===== src/rtl/lfsr_pkg.sv =====
// lfsr_pkg: shared LFSR constants (width, taps, default seed, warm-up length) and FSM state type
package lfsr_pkg;
  localparam int WIDTH_DEF = 8;
  localparam logic [7:0] TAP_MASK = 8'hB8;
  localparam logic [7:0] SEED_DEFAULT = 8'h01;
  localparam int WARMUP_CYCLES = 8;
  localparam int CNT_W = $clog2(WARMUP_CYCLES);
  typedef enum logic {WARMUP, RUN} state_t;
endpackage


===== src/rtl/lfsr_rng_arb_core.sv =====
// lfsr_core: Fibonacci LFSR (clk, reset, step_en, load_en, load_val -> q); a zero seed is replaced by SEED_DEFAULT
import lfsr_pkg::*;
module lfsr_core #(
  parameter int WIDTH = WIDTH_DEF
) (
  input  logic             clk,
  input  logic             reset,
  input  logic             step_en,
  input  logic             load_en,
  input  logic [WIDTH-1:0] load_val,
  output logic [WIDTH-1:0] q
);
  logic [WIDTH-1:0] r_q;
  logic             w_fb;
  assign w_fb = ^(r_q & WIDTH'(TAP_MASK));
  always_ff @(posedge clk) begin
    if (reset) r_q <= WIDTH'(SEED_DEFAULT);
    else if (load_en) r_q <= (load_val == '0) ? WIDTH'(SEED_DEFAULT) : load_val;
    else if (step_en) r_q <= {r_q[WIDTH-2:0], w_fb};
  end
  assign q = r_q;
endmodule


===== src/rtl/lfsr_rng_arb.sv =====
// lfsr_rng_arb: round-robin LFSR word dispenser (clk, reset, req, seed_load, seed -> gnt, rnd_data, rnd_valid, ready)
import lfsr_pkg::*;
module lfsr_rng_arb #(
  parameter int NREQ  = 4,
  parameter int WIDTH = WIDTH_DEF
) (
  input  logic             clk,
  input  logic             reset,
  input  logic [NREQ-1:0]  req,
  input  logic             seed_load,
  input  logic [WIDTH-1:0] seed,
  output logic [NREQ-1:0]  gnt,
  output logic [WIDTH-1:0] rnd_data,
  output logic             rnd_valid,
  output logic             ready
);
  localparam int PW = NREQ > 1 ? $clog2(NREQ) : 1;
  state_t           r_state, w_state_nxt;
  logic [CNT_W-1:0] r_cnt;
  logic [PW-1:0]    r_ptr, w_win;
  logic [NREQ-1:0]  r_gnt;
  logic [WIDTH-1:0] r_data, w_q;
  logic             r_valid, w_any, w_grant, w_step;
  assign w_step = (r_state == WARMUP) || w_grant;
  lfsr_core #(.WIDTH(WIDTH)) u_core (
    .clk      (clk),
    .reset    (reset),
    .step_en  (w_step),
    .load_en  (seed_load),
    .load_val (seed),
    .q        (w_q)
  );
  // scan offsets high to low so the smallest offset from r_ptr wins last
  always_comb begin
    w_any = 1'b0;
    w_win = '0;
    for (int k = NREQ - 1; k >= 0; k--) begin
      if (req[(int'(r_ptr) + k) % NREQ]) begin
        w_any = 1'b1;
        w_win = PW'((int'(r_ptr) + k) % NREQ);
      end
    end
  end
  assign w_grant = (r_state == RUN) && !seed_load && w_any;
  always_comb begin
    w_state_nxt = seed_load ? WARMUP
                : (r_state == WARMUP && r_cnt == CNT_W'(WARMUP_CYCLES - 1)) ? RUN
                : r_state;
  end
  always_ff @(posedge clk) begin
    if (reset) r_state <= WARMUP;
    else r_state <= w_state_nxt;
  end
  always_ff @(posedge clk) begin
    if (reset) begin
      r_cnt   <= '0;
      r_ptr   <= '0;
      r_gnt   <= '0;
      r_valid <= 1'b0;
      r_data  <= '0;
    end else begin
      r_cnt   <= (seed_load || r_state == RUN) ? '0 : r_cnt + 1'b1;
      r_gnt   <= w_grant ? NREQ'(1) << w_win : '0;
      r_valid <= w_grant;
      if (w_grant) begin
        r_data <= w_q;
        r_ptr  <= (w_win == PW'(NREQ - 1)) ? '0 : w_win + 1'b1;
      end
    end
  end
  assign gnt       = r_gnt;
  assign rnd_data  = r_data;
  assign rnd_valid = r_valid;
  assign ready     = (r_state == RUN);
endmodule


===== config.mk =====
export PLATFORM = sky130hd
export DESIGN_NAME = lfsr_rng_arb
export DESIGN_NICKNAME = d
export VERILOG_FILES = /design/src/rtl/lfsr_pkg.sv /design/src/rtl/lfsr_rng_arb_core.sv /design/src/rtl/lfsr_rng_arb.sv
export SDC_FILE = /design/constraint.sdc
export NUM_CORES = 1
export LEC_CHECK = 0
export BUFFER_PORTS_ARGS = -buffer_cell sky130_fd_sc_hd__buf_4
export CAP_MARGIN = 20
export CORE_UTILIZATION = 35
export CTS_CLUSTER_DIAMETER = 80
export CTS_CLUSTER_SIZE = 28
export DETAILED_ROUTE_END_ITERATION = 7
export HOLD_SLACK_MARGIN = 0.03
export PLACE_DENSITY = 0.65
export SETUP_SLACK_MARGIN = 0.5
export SLEW_MARGIN = 0
export SYNTH_ARGS = -nofsm -noshare
export SYNTH_HDL_FRONTEND = slang
export SYNTH_HIERARCHICAL = 1
export SYNTH_SLANG_ARGS = --single-unit

===== constraint.sdc =====
create_clock -name clk -period 2.6 [get_ports clk]
set_clock_uncertainty 0.1 [all_clocks]
set_input_delay 0.52 -clock clk [delete_from_list [all_inputs] [get_ports clk]]
set_output_delay 0.52 -clock clk [all_outputs]
set_load 0.02 [all_outputs]

==> metrics <==
status=complete, no violations; total number of vias=954; Slew @ Worst Pin=0.473 ns; initial antenna violation count=0; syn_nets=146; drc violations=0; Worst Path Required=2.72 ns; Finish-stage setup viols=0; clock slew at reported path FFs=0.14 ns; H-tree level count=1; first-pass GRT wire length=3.95 mm; Clk Tree Root Cell=clkbuf_4; leading cell type in the layout, fill and taps excluded=buf_4; delay-heaviest family, CP=simple AND/OR/NAND/NOR gates; fmax=508 MHz; worst r2r src=r_ptr[1]; Pwr Density=465 mW/mm²; GRT Util Overall=14.4%; Hold Path Sink=u_core/q[3]; crit path launch type=primary input; RSZ-0062 raised after global routing=false; ant diodes=0; Yosys cell types=33; Port Buffer Count=28; Levels on crit path=7; final instance area=0.00147 mm²; largest net degree at the start of global routing=23; R2R Path End=r_ptr[1]; maxcap violations=0; First-pass DRT Iterations=4; Top Ports=29; clk_lat worst skew=0.32 ns; DR WL/cell=11.7 µm; post-CTS sizing=0; vias per cell=4.77; worst hold start=seed[3]; Initial Util=36.4%; WHS Path Cells=3; GRT overflow=0; Synth top area share=44.5%; Worst path slowest cell=or4_4; r2r setup slk=0.79 ns; slew margin rel.=68.2%; Post-DP Area=0.00144 mm²; crit end category=flip-flop; worst path arrival time=2.09 ns; DR iter-0 viols=28; Leakage Power=0.630 nW; Die W=60.9 µm; clock sinks=27; fin crit share=75.7%; drt total wl=2.34 mm; setup bufs post-CTS=0; final setup TNS=0 ns; peak supply drop=0.245 mV; final critical-path required period=1.97 ns; CTS tree=yes; final net count=173; synth warn=6; WP buf/inv=1; post-synthesis register bit count=27; cts bufs inserted=3; max-slew violations=0; Synth-to-Final Area Change=20.8%; Post-Synthesis Cells=128; critical path cell sequence=buf_4 -> or4_4 -> nand3b_4 -> nand2_2 -> mux2_2 -> a31oi_1 -> a22oi_1; hold buffer count at CTS=0; core area=0.00334 mm²; ANT nets after route=0; largest area contributor in the netlist=dfxtp_1; fin util=43.9%; Post-Syn Area=0.00121 mm²; Longest Clk Path Bufs=2; Core Rows=21; vias in the first global route=888; commonest non-fill, non-tap cells in the layout=buf_4 (28), dfxtp_1 (27), nand2_1 (19), a21oi_1 (13), nor2_1 (10); dpl hpwl=1.78 mm; Max FO, Critical Path=11; Fin. Hold Viols=0; Syn Area/Cell=9.48 µm²; R2R depth=6; post-synthesis sequential area ratio=44.5%; Placer Congestion=0.720; top cells by area, synth=dfxtp_1 (45%), mux2_2 (6.5%), nand2_1 (6.2%); die area=0.00371 mm²; Die Span Y=60.9 µm; WS Path Type=primary input to flip-flop; peak per-stage delay on the critical path=0.56 ns; layout cell share with drive strength beyond 1=27.9%; Hold Path Class=primary input to flip-flop
[worst reg2reg max path, cell delays in order, from the launching register on]
cell     delay [ns]
dfxtp_1        0.44
mux2i_1        0.22
nor2_1         0.09
nor3_1         0.42
ha_1           0.32
nand2_1        0.06
a21oi_1        0.06
[logic make-up after synthesis]
logic type                 share of synthesized area, %
and+or+nand+nor                                    19.9
DFF                                                44.5
AOI/OAI and AO/OA                                  12.5
muxes                                              12.3
buffers and inverters                              5.57
xor gates and xnor gates                           2.17
adders and majority gates                          3.09
[sequential cells by signal, summed over array words and instances (netlist names)]
register   cells
gnt            4
r_cnt          3
rnd_valid      1
r_ptr          2
rnd_data       8
u_core/q       8
ready          1
[synth_stat cells, drive strengths merged]
master and n:
a211oi 2, a21oi 14, a22oi 1, a31oi 1, and2 2, and2b 1
and3 2, and3b 1, buf 5, clkbuf 1, dfxtp 27, ha 3
inv 4, mux2 7, mux2i 7, nand2 20, nand2b 1, nand3 1
nand3b 1, nor2 10, nor2b 1, nor3 4, nor3b 2, nor4 2
o21a 1, o21ai 1, o2bb2a 1, o311ai 1, or4 1, xnor2 1
xor2 2
[worst max path at each step]
stage,endpoint,slack [ns],start
6_report,u_core/q[0],0.63,req[2]
5_1_grt,u_core/q[0],0.53,req[2]
4_1_cts,u_core/q[0],0.63,req[2]
3_5_place_dp,u_core/q[0],0.28,req[2]
3_3_place_gp,u_core/q[0],0.33,req[2]
2_1_floorplan,u_core/q[0],0.42,req[2]
[stage by stage]
stage | instances | power (mW) | hold WS, ns | setup WS, ns
final | 200 | 0.682 | 0.332 | 0.632
after detailed placement | 196 | 0.515 | 0.322 | 0.279
after floorplan | 128 | 0.485 | 0.298 | 0.422
after global routing | 200 | 0.719 | 0.327 | 0.531
after global placement | 196 | 0.512 | 0.314 | 0.330
after CTS | 200 | 0.686 | 0.333 | 0.629
[routing by layer]
layer	vias to the layer above	GRT usage [%]	routed length (µm)	part of all wire, %
met3	4	2.77	102	4.4
met5	-	0	0	0
li1	496	-	-	-
met1	430	18.0	1090	47
met4	0	4.87	27	1.2
met2	24	24.8	1120	48
[report_power, final]
| part | switching (mW) | internal (mW) |
|---|---|---|
| Combinational | 0.0340 | 0.0378 |
| Clock | 0.117 | 0.0601 |
| Sequential | 0.00950 | 0.424 |
| Total | 0.160 | 0.522 |
[final cells by class]
| cell class | count | area, µm² |
|---|---|---|
| Timing Repair Buffer | 28 | 210 |
| Inverter | 4 | 15.0 |
| Multi-Input combinational cell | 91 | 617 |
| Sequential cell | 27 | 541 |
| Tap cell | 46 | 57.6 |
| Fill cell | 351 | 1870 |
| Clock buffer | 4 | 26.3 |
No activity file was read; power rests on OpenSTA's default activity.
